==> src/rtl/pixel_scan_sequencer.sv <==
// pixel_scan_sequencer: walks pixel coordinates in raster order, issues them to the compute
// engine under a bounded in-flight credit, and emits the in-order results as an AXI4-Stream
// video frame (tuser = start of frame, tlast = end of line).
// Build option SEQ_OUT_REG_EN: register the output stream through a 2-entry skid buffer.
// Without it, results pass combinationally from the engine to the stream.
module pixel_scan_sequencer #(
  parameter int unsigned X_SIZE       = 640,
  parameter int unsigned Y_SIZE       = 480,
  parameter int unsigned MAX_INFLIGHT = 4,
  parameter int unsigned DATA_W       = 32
) (
  input  logic                clk,
  input  logic                rst,
  input  logic                start,
  input  logic                continuous,
  output logic                busy,
  output logic                frame_done,
  output logic                req_valid,
  input  logic                req_ready,
  output logic [15:0]         req_x,
  output logic [15:0]         req_y,
  input  logic                res_valid,
  output logic                res_ready,
  input  logic [DATA_W-1:0]   res_data,
  output logic [DATA_W-1:0]   out_stream_tdata,
  output logic [DATA_W/8-1:0] out_stream_tkeep,
  output logic                out_stream_tvalid,
  input  logic                out_stream_tready,
  output logic                out_stream_tuser,
  output logic                out_stream_tlast
);

  localparam logic [15:0] XLast       = 16'(X_SIZE - 1);
  localparam logic [15:0] YLast       = 16'(Y_SIZE - 1);
  localparam logic [3:0]  MaxInflight = 4'(MAX_INFLIGHT);

  typedef enum logic [1:0] {StIdle, StRun, StDrain} state_e;

  state_e      state_q;
  logic        busy_q;
  logic        frame_done_q;
  logic [15:0] ix_q, iy_q;
  logic [15:0] ox_q, oy_q;
  logic [3:0]  inflight_q;
  logic        first_q;
  logic        last_q;

  logic accepting;
  logic req_hs;
  logic res_hs;
  logic out_hs;
  logic out_final;

  // Results are taken only while a frame is live; the frame_done cycle already belongs to
  // the next frame boundary, so nothing is accepted then.
  assign accepting = (state_q == StRun) || ((state_q == StDrain) && !frame_done_q);

  assign req_valid = (state_q == StRun) && (inflight_q < MaxInflight);
  assign req_x     = ix_q;
  assign req_y     = iy_q;
  assign busy      = busy_q;
  assign frame_done = frame_done_q;

  assign req_hs    = req_valid && req_ready;
  assign res_hs    = res_valid && res_ready;
  assign out_hs    = out_stream_tvalid && out_stream_tready;
  assign out_final = out_hs && (ox_q == XLast) && (oy_q == YLast);

  assign out_stream_tkeep = '1;
  assign out_stream_tuser = first_q;
  assign out_stream_tlast = last_q;

  // Frame FSM together with issue, output-position and credit counters
  always_ff @(posedge clk or posedge rst) begin
    if (rst) begin
      state_q      <= StIdle;
      busy_q       <= 1'b0;
      frame_done_q <= 1'b0;
      ix_q         <= '0;
      iy_q         <= '0;
      ox_q         <= '0;
      oy_q         <= '0;
      inflight_q   <= '0;
      first_q      <= 1'b0;
      last_q       <= 1'b0;
    end else begin
      frame_done_q <= out_final;

      if (req_hs && !res_hs) begin
        inflight_q <= inflight_q + 4'd1;
      end else if (res_hs && !req_hs) begin
        inflight_q <= inflight_q - 4'd1;
      end

      // first_q/last_q track the position of the word currently on the stream, so they
      // are ready as flops before the word is presented.
      if (out_hs) begin
        first_q <= 1'b0;
        if (ox_q == XLast) begin
          ox_q   <= '0;
          last_q <= 1'b0;
          oy_q   <= (oy_q == YLast) ? '0 : oy_q + 16'd1;
        end else begin
          ox_q   <= ox_q + 16'd1;
          last_q <= (ox_q == XLast - 16'd1);
        end
      end

      case (state_q)
        StIdle: begin
          if (start) begin
            state_q    <= StRun;
            busy_q     <= 1'b1;
            ix_q       <= '0;
            iy_q       <= '0;
            ox_q       <= '0;
            oy_q       <= '0;
            inflight_q <= '0;
            first_q    <= 1'b1;
            last_q     <= 1'b0;
          end
        end
        StRun: begin
          if (req_hs) begin
            if (ix_q == XLast) begin
              ix_q <= '0;
              if (iy_q == YLast) begin
                iy_q    <= '0;
                state_q <= StDrain;
              end else begin
                iy_q <= iy_q + 16'd1;
              end
            end else begin
              ix_q <= ix_q + 16'd1;
            end
          end
        end
        StDrain: begin
          if (frame_done_q) begin
            if (continuous) begin
              state_q    <= StRun;
              ix_q       <= '0;
              iy_q       <= '0;
              ox_q       <= '0;
              oy_q       <= '0;
              inflight_q <= '0;
              first_q    <= 1'b1;
              last_q     <= 1'b0;
            end else begin
              state_q <= StIdle;
              busy_q  <= 1'b0;
            end
          end
        end
        default: begin
          state_q <= StIdle;
          busy_q  <= 1'b0;
        end
      endcase
    end
  end

`ifdef SEQ_OUT_REG_EN
  logic              out_valid_q;
  logic              skid_valid_q;
  logic [DATA_W-1:0] out_data_q;
  logic [DATA_W-1:0] skid_data_q;

  // Full means the second entry is occupied; it is only used while the head is stalled.
  assign res_ready         = accepting && !skid_valid_q;
  assign out_stream_tvalid = out_valid_q;
  assign out_stream_tdata  = out_data_q;

  // Two-entry skid buffer: head drives the stream, second entry absorbs one stalled result
  always_ff @(posedge clk or posedge rst) begin
    if (rst) begin
      out_valid_q  <= 1'b0;
      skid_valid_q <= 1'b0;
      out_data_q   <= '0;
      skid_data_q  <= '0;
    end else begin
      if (!out_valid_q || out_stream_tready) begin
        if (skid_valid_q) begin
          out_valid_q  <= 1'b1;
          out_data_q   <= skid_data_q;
          skid_valid_q <= res_hs;
          if (res_hs) begin
            skid_data_q <= res_data;
          end
        end else begin
          out_valid_q <= res_hs;
          if (res_hs) begin
            out_data_q <= res_data;
          end
        end
      end else if (res_hs) begin
        skid_valid_q <= 1'b1;
        skid_data_q  <= res_data;
      end
    end
  end
`else
  assign out_stream_tvalid = accepting && res_valid;
  assign res_ready         = accepting && out_stream_tready;
  assign out_stream_tdata  = accepting ? res_data : '0;
`endif

endmodule

==> config.mk <==
export PLATFORM = sky130hd
export DESIGN_NAME = pixel_scan_sequencer
export DESIGN_NICKNAME = d
export VERILOG_FILES = /design/src/rtl/pixel_scan_sequencer.sv
export SDC_FILE = /design/constraint.sdc
export NUM_CORES = 1
export LEC_CHECK = 0
export CAP_MARGIN = 20
export CORE_MARGIN = 4
export CORE_UTILIZATION = 48
export CTS_CLUSTER_DIAMETER = 50
export DETAILED_ROUTE_END_ITERATION = 12
export HOLD_SLACK_MARGIN = 0.03
export MAX_ROUTING_LAYER = met4
export PLACE_DENSITY = 0.8
export SETUP_SLACK_MARGIN = 0.5
export SYNTH_ARGS = -nofsm -noshare
export SYNTH_HDL_FRONTEND = slang
export SYNTH_SLANG_ARGS = --single-unit
==> constraint.sdc <==
create_clock -name clk -period 5.4 [get_ports clk]
set_input_delay 1.08 -clock clk [delete_from_list [all_inputs] [get_ports clk]]
set_output_delay 1.08 -clock clk [all_outputs]
set_load 0.05 [all_outputs]
=== Word level (Yosys, flattened, before mapping) ===
Index checks and enable logic that the tools add are counted.

* Flip-flop bits (word level): 74
* Output and inout bits: 75

* Bitwise logic cells: 1
* Reductions and logical operators: 21
* Equal/unequal tests: 14
* Add/subtract/negate cells: 6
* Magnitude comparators: 1
* Muxes and demuxes: 52

{| class="wikitable"
|+ Operators by type and width
! operator !! count
|-
| $mux 16 || 19
|-
| $pmux 16 s3 || 2
|-
| $add 16x1->16 const B || 4
|-
| $pmux 16 s2 || 2
|-
| $eq 16x10->1 const B || 3
|-
| $eq 16x9->1 const B || 2
|-
| $mux 32 || 1
|-
| $mux 4 || 5
|-
| $mux 1 || 13
|-
| $logic_and 1x1->1 || 11
|-
| $mux 2 || 5
|-
| $ne 2x2->1 const B || 5
|-
| $reduce_and 5->1 || 2
|-
| $pmux 4 s2 || 1
|-
| $pmux 2 s3 || 1
|-
| $reduce_and 6->1 || 1
|-
| $add 4x1->4 const B || 1
|-
| $lt 4x3->1 const B || 1
|-
| $ne 2x1->1 const B || 2
|-
| $pmux 1 s2 || 2
|-
| $reduce_and 4->1 || 1
|-
| $sub 4x1->4 const B || 1
|-
| $logic_not 1->1 || 3
|-
| $pmux 1 s3 || 1
|-
| 6 further kinds || 6
|}

=== Depth between registers and ports, before layout ===
Gate-level depths: netlist (run 1).

* Depth after elaboration: 11
* Mapped depth: 9

=== Least setup slack after synthesis (run 1) ===
No wires, ideal clock.

* Path type: register to output
* Start: reg frame_done_q, in the netlist frame_done
* End: out out_stream_tdata[10]
* Data required time: 4.320 ns
* Arrival time: 2.407 ns
* Stages on the path, launching flop included: 7
* Path slack: 1.913 ns
* Cell sequence: dfrtp_1 -> or3b_1 -> clkbuf_1 -> and2_0 -> clkbuf_1 -> clkbuf_1 -> nor2b_1

* Cells in the longest elaborated chain, start to end: 4

{| class="wikitable"
|+ RTL lines
! what !! RTL line !! text
|-
| start, declared || 41 || <nowiki>logic frame_done_q;</nowiki>
|-
| start signal, assigned || 87 || <nowiki>frame_done_q <= out_final;</nowiki>
|-
| $logic_not 1->1 || 56 || <nowiki>assign accepting = (state_q == StRun) || ((state_q == StDrain) && !frame_done_q);</nowiki>
|-
| $logic_and 1x1->1 || 56 ||
|-
| $logic_or 1x1->1 || 56 ||
|-
| $mux 32 || 205 || <nowiki>assign out_stream_tdata = accepting ? res_data : '0;</nowiki>
|-
| end, declared || 25 || <nowiki>output logic [DATA_W-1:0] out_stream_tdata,</nowiki>
|}

No other way between the ends.

=== Worst setup path in the final report (run 1) ===
* Start: reg state_q[1]
* End: out out_stream_tdata[27]

* Cells in the longest elaborated chain, start to end: 4
* Elaborated cells on any way between the ends: 5
* Classes of those cells: 2 x eq/ne; 1 x mux; 2 x reduce/logical

{| class="wikitable"
|+ RTL lines
! what !! RTL line !! text
|-
| start, declared || 39 || <nowiki>state_e state_q;</nowiki>
|-
| start signal, assigned || 76 || <nowiki>state_q <= StIdle;</nowiki>
|-
| start signal, assigned || 112 || <nowiki>state_q <= StRun;</nowiki>
|-
| start signal, assigned || 129 || <nowiki>state_q <= StDrain;</nowiki>
|-
| $eq 2x2->1 || 56 ||
|-
| $logic_and 1x1->1 || 56 ||
|-
| $logic_or 1x1->1 (*) || 56 ||
|-
| $mux 32 (*) || 205 ||
|}

Every way passes the cells marked *; elsewhere a longest branch is shown, timed or not.

==> results of run 1 <==
==> logic make-up (layout without fill, tap and decap cells) <==
family,after synthesis,after routing
AND/OR/NAND/NOR,249,249
AO/OA/AOI/OAI,99,99
flip-flops,74,74
buffers and inverters,39,141
XOR/XNOR,30,30
adder cells (fa/ha/maj),7,7
multiplexers,3,3
other,1,4
==> synthesized netlist by cell type, drive strengths merged, types with 2 or more instances <==
cell / n / area [um2]
o21ai: 32 / 160
nand2: 47 / 176
xor2: 24 / 210
nand2b: 3 / 18.8
or4: 7 / 60.1
a211oi: 3 / 35.0
nor4b: 4 / 41.3
nand3b: 2 / 15.0
and2: 6 / 37.5
a41oi: 2 / 17.5
o211ai: 2 / 15.0
buf: 11 / 63.8
a21oi: 29 / 153
and3: 8 / 50.1
inv: 12 / 45.0
nand3: 26 / 130
ha: 7 / 87.6
a31oi: 4 / 25.0
or3: 13 / 81.3
nand4: 16 / 100
or4b: 2 / 20.0
nor3b: 2 / 15.0
o41ai: 2 / 17.5
o2111ai: 7 / 61.3
xnor2: 6 / 52.6
dfrtp: 74 / 1850
nor2b: 36 / 225
nor2: 50 / 188
o31ai: 8 / 60.1
nor3: 10 / 50.1
nor4: 6 / 58.8
or2: 3 / 18.8
and4: 4 / 35.0
clkbuf: 16 / 60.1
o22ai: 2 / 12.5
mux2i: 3 / 30.0
==> power by group <==
part / internal, mW / switching (mW)
Clock: 0.227 / 0.215
Combinational: 0.169 / 0.273
Sequential: 0.608 / 0.0738
==> sequential cells by signal, summed over array words and instances (netlist names) <==
register          cells
req_y                16
ox_q                 16
req_x                16
out_stream_tlast      1
state_q               2
busy                  1
out_stream_tuser      1
inflight_q            4
oy_q                 16
frame_done            1
==> per-stage QoR <==
| step | setup slack, ns | total power [mW] | std cells |
|---|---|---|---|
| floorplan | 1.91 | 0.980 | 505 |
| global placement | 1.79 | 1.11 | 699 |
| detailed placement | 1.75 | 1.12 | 699 |
| CTS | 1.41 | 1.57 | 715 |
| global route | 1.24 | 1.65 | 715 |
| finish | 1.40 | 1.57 | 715 |
==> metal layers <==
metal,global-route usage (%),up-vias,wire (um)
met3,3.42,18,520
met1,31.8,2000,5420
met2,35.9,131,5800
li1,-,1989,-
met5,-,-,0
met4,6.27,0,154
==> critical path, stage by stage, from the launching register on <==
cell and delay, ns:
dfrtp_1 0.52, nand2b_1 0.52, and2_0 0.28, buf_4 0.24, nor2b_1 0.16, clkdlybuf4s50_1 0.84
==> final cells by class <==
class | count | area (um2)
clock buffer | 12 | 145
clock inverter | 4 | 51.3
fill | 709 | 3080
inverter | 12 | 45.0
multi-input combinational | 392 | 2380
sequential | 74 | 1850
tap | 108 | 135
timing repair buffer | 113 | 1120
==> worst min path at each step <==
stage,slack (ns),endpoint,from,depth (start not counted)
floorplan,0.44,oy_q[15],oy_q[15],1
global placement,0.47,oy_q[15],oy_q[15],1
CTS,0.52,out_stream_tuser,out_stream_tuser,2
finish,0.52,out_stream_tuser,out_stream_tuser,2
detailed placement,0.49,out_stream_tuser,out_stream_tuser,2
global route,0.55,out_stream_tuser,out_stream_tuser,2
==> results.tsv, run 1 <==
stage	metric	value	unit
finish	P&R area growth vs syn	30.5	%
pwr	Max VDD drop	0.342	mV
critical_path	critical path capture point type	primary output	
die	Rows	34	
timing	Slew HR	43.5	%
timing	RSZ-0062 raised after global routing	no	
logic_synthesis	Synthesis Warnings	0	
clock_tree	post-CTS setup buffers	0	
timing	setup violators final	0	
finish	nets	648	
logic_synthesis	Mapped Cells	502	
finish	Final Util	65.1	%
die	IO Count	114	
routing	Antenna Violating Nets Remaining	0	
critical_path	RR Startpoint	state_q[1]	
logic_synthesis	Syn Area/Cell	8.74	um2
logic_synthesis	mux cell area share after synthesis	0.684	%
clock_tree	TritonCTS Sinks	74	
logic_synthesis	Cell Area, Synth	0.00439	mm2
critical_path	r2r endpoint	ox_q[12]	
critical_path	CP Class	flop to primary output	
global_route	Overflow after GRT	0	
run_status	status	complete, no violations	
clock_tree	CTS max path bufs	2	
flow_run	Max-cap violations	0	
logic_synthesis	sequential-to-total area share from yosys stat	42.2	%
placement	RePlAce Congestion	0.898	
timing	Hold Vio Cnt, Final	0	
global_route	number of antenna violations at the first check in global routing	0	
global_route	largest net degree at the start of global routing	39	
routing	Routed WL	11900	um
logic_synthesis	Primary FF master, synth	dfrtp_1	
logic_synthesis	post-synthesis compound-gate area fraction	14.2	%
global_route	vias in the first global route	3992	
timing	final clock skew	0.0103	ns
pwr	Leak	2.34	nW
die	Die Width	104	um
placement	IO buf count	109	
finish	layout cells sized above 1	5.11	%
logic_synthesis	Seq cells post-synth	74	
timing	Pins Over Slew Limit	0	
die	Core Area	0.00881	mm2
die	Die ar.	0.0107	mm2
critical_path	depth of the worst register-to-register path	5	
logic_synthesis	Synth async-reset ratio	100	%
global_route	GRT Total Usage	23.1	%
clock_tree	Clk Tree Root Cell	clkbuf_8	
logic_synthesis	Post-synth EDFFs	0	
pwr	power per cell area	273	mW/mm2
critical_path	CP startpoint kind	flop	
logic_synthesis	Post-Synth Simple-Gate Area	31.0	%
global_route	first-pass GRT wire length	20200	um
timing	achievable frequency	250	MHz
critical_path	crit path capture	out_stream_tdata[27]	
critical_path	Crit. Startpoint	state_q[1]	
timing	Fin Hold WS	0.515	ns
critical_path	worst path arrival time	2.92	ns
die	Die H	104	um
timing	Period minus WS final	4.00	ns
finish	Antenna Diode Count	0	
timing	Fin Setup TNS	0	ns
die	Starting Density	49.8	%
clock_tree	clock insertion delay at the later pin of the skew report	0.36	ns
clock_tree	CTS clk-pin slew, worst paths	0.09	ns
timing	actual slew at the worst max-slew pin	0.842	ns
routing	DR vias	4138	
finish	design area	0.00573	mm2
logic_synthesis	xor/xnor cell area share of the yosys netlist	5.99	%
routing	DR iter-0 viols	249	
clock_tree	CTS tree	done	
finish	most frequent cells in the layout	clkdlybuf4s50_1, dfrtp_1, nor2_1	
critical_path	reg-to-reg slack, setup	2.43	ns
finish	commonest non-fill, non-tap cell in the layout	clkdlybuf4s50_1	
min_path	hold crit path type	flop to flop	
clock_tree	hold bufs inserted after CTS	0	
routing	drt first pass iters	5	
logic_synthesis	largest family of logic cells by synthesized area	simple AND/OR/NAND/NOR gates	
clock_tree	H-tree levels	3	
logic_synthesis	Synth Area in Adders	2.00	%
clock_tree	Resized Gates After CTS	0	
placement	DP Area	0.00553	mm2
routing	DR vias/cell	5.79	
routing	residual DRC count	0	
critical_path	crit-path max FO	35	
logic_synthesis	post-synthesis cell type count	60	
timing	crit share post-route	74.1	%
clock_tree	total CTS buffers	9	
placement	hpwl dp	8570	um
critical_path	CP Data Required Time	4.32	ns
routing	drt wl/cell	16.6	um
No activity file was read; power rests on OpenSTA's default activity.
==> run 2, diff against run 1 <==
CORE_UTILIZATION = 45   (was 48)
PLACE_DENSITY = 0.79   (was 0.8)
clock period = 3.5 ns   (was 5.4 ns; I/O delays follow)
==> run 2 against run 1 <==
Global-route usage is 1.6 points lower. Routed wire length is 0.34% higher. Clock power is 33% higher. Via count is 0.89% higher. First-iteration DRC count is 25% lower. Hold slack worse by 0.032 ns. Worst setup slack worse by 0.82 ns. Sequential cell count stayed put. Utilization is 4.1 points lower. Count of clock-buffer cells in the layout is 1 lower.
==> results.tsv, run 2 (synthesis gave the netlist of run 1 again) <==
stage	metric	value	unit	change
timing	achievable frequency	342	MHz	
clock_tree	CTS max path bufs	2		unchanged
clock_tree	TritonCTS Sinks	74		unchanged
critical_path	r2r endpoint	req_y[8]		
placement	IO buf count	109		unchanged
routing	Routed WL	11900	um	+0.34%
die	Die H	107	um	+3.0%
placement	hpwl dp	8810	um	+2.9%
finish	layout cells sized above 1	12.2	%	+7.1 points
routing	Antenna Violating Nets Remaining	0		unchanged
die	Die Width	107	um	+3.0%
critical_path	RR Startpoint	state_q[1]		
min_path	hold path depth	2		unchanged
die	Starting Density	46.8	%	-3.0 points
critical_path	depth of the worst register-to-register path	6		+1
die	Core Area	0.00937	mm2	+6.4%
timing	Hold Vio Cnt, Final	0		unchanged
timing	Period minus WS final	2.92	ns	
pwr	power per cell area	405	mW/mm2	+48%
timing	final clock skew	0.0106	ns	+0.000331 ns
timing	actual slew at the worst max-slew pin	0.843	ns	+0.000902 ns
min_path	worst hold endpoint	out_stream_tuser		
routing	DR iter-0 viols	187		-25%
global_route	Overflow after GRT	0		unchanged
finish	Antenna Diode Count	0		unchanged
clock_tree	H-tree levels	3		unchanged
clock_tree	total CTS buffers	9		unchanged
clock_tree	CTS tree	done		
critical_path	CP startpoint kind	flop		
finish	commonest non-fill, non-tap cell in the layout	clkdlybuf4s50_1		
critical_path	critical path capture point type	primary output		
die	Die ar.	0.0114	mm2	+6.1%
pwr	Max VDD drop	0.575	mV	+68%
pwr	Leak	2.40	nW	+2.4%
critical_path	CP Data Required Time	2.80	ns	-1.52 ns
die	IO Count	114		unchanged
critical_path	crit-path max FO	32		-8.6%
timing	Pins Over Slew Limit	0		unchanged
flow_run	Max-cap violations	0		unchanged
run_status	status	complete, no violations		
clock_tree	hold bufs inserted after CTS	0		unchanged
routing	DR vias/cell	5.63		-2.8%
routing	drt wl/cell	16.1	um	-3.3%
finish	nets	654		+0.93%
global_route	GRT Total Usage	21.5	%	-1.6 points
clock_tree	clock insertion delay at the later pin of the skew report	0.34	ns	-0.02 ns
clock_tree	CTS clk-pin slew, worst paths	0.07	ns	-0.02 ns
timing	RSZ-0062 raised after global routing	no		
timing	setup violators final	0		unchanged
placement	RePlAce Congestion	0.880		-2.0%
routing	drt first pass iters	5		unchanged
critical_path	CP Class	flop to primary output		
die	Rows	35		+2.9%
finish	P&R area growth vs syn	30.1	%	
min_path	min-delay src	out_stream_tuser		
routing	residual DRC count	0		unchanged
global_route	largest net degree at the start of global routing	43		+10%
global_route	vias in the first global route	3944		-1.2%
timing	Slew HR	43.5	%	-0.061 points
timing	crit share post-route	83.4	%	
global_route	number of antenna violations at the first check in global routing	0		unchanged
timing	Fin Setup TNS	0	ns	unchanged
critical_path	worst path arrival time	2.22	ns	-0.70 ns
global_route	first-pass GRT wire length	19600	um	-3.1%
finish	most frequent cells in the layout	clkdlybuf4s50_1, dfrtp_1, nor2_1		
clock_tree	Clk Tree Root Cell	clkbuf_8		
min_path	hold crit path type	flop to flop		
routing	DR vias	4175		+0.89%
pwr	Power Total	2.31	mW	+48%
critical_path	reg-to-reg slack, setup	0.93	ns	-1.50 ns
## run 2: power by group
part,leakage (nW),internal (mW),switching [mW]
clock,0.0851,0.273,0.317
sequential,0.995,0.939,0.117
combinational,1.32,0.253,0.415
total,2.40,1.47,0.849
## run 2: worst max path at each step
| stage | start | to | slack, ns |
|---|---|---|---|
| after global routing | state_q[0] | out_stream_tdata[1] | 0.50 |
| final | state_q[0] | out_stream_tdata[1] | 0.58 |
| after detailed placement | out_stream_tready | ox_q[1] | 0.64 |
| after global placement | req_ready | req_y[8] | 0.71 |
| after floorplan | frame_done | out_stream_tdata[10] | 0.39 |
| after CTS | state_q[1] | out_stream_tdata[1] | 0.52 |
## run 2: worst max-delay path, stage by stage, from the launching register on
cell and delay (ns):
dfrtp_2 0.48, or3b_4 0.47, and2_0 0.26, buf_6 0.22, nor2b_1 0.19, buf_4 0.23
## run 2: metal layers
layer  routed length, um  GRT usage (%)
met1                5380           30.3
met2                5860           32.9
met3                 627           3.91
met4                  63           4.11
met5                   0              -
## run 2: area by class of cell
type / instances / area, um2
clock buffer: 11 / 141
clock inverter: 5 / 30.0
fill: 829 / 3660
inverter: 12 / 45.0
multi-input combinational: 392 / 2380
sequential: 74 / 1850
tap: 129 / 161
timing repair buffer: 119 / 1100
## run 2: what timing repair did
item | 4_1_cts | 5_1_grt
pin swaps | 0 | 0
resized for setup | 3 | 1
setup endpoints to repair | 32 | 11
buffers inserted | 0 | 3
## run 2: per-stage QoR
step	util (%)	setup WS [ns]	hold slack (ns)	area [um2]	std cells
after floorplan	-	0.393	0.441	4400	505
final	60.9	0.579	0.483	5710	742
after detailed placement	58.8	0.641	0.473	5510	723
after CTS	60.7	0.521	0.491	5690	739
after global routing	60.9	0.503	0.528	5710	742
after global placement	58.8	0.713	0.465	5510	723
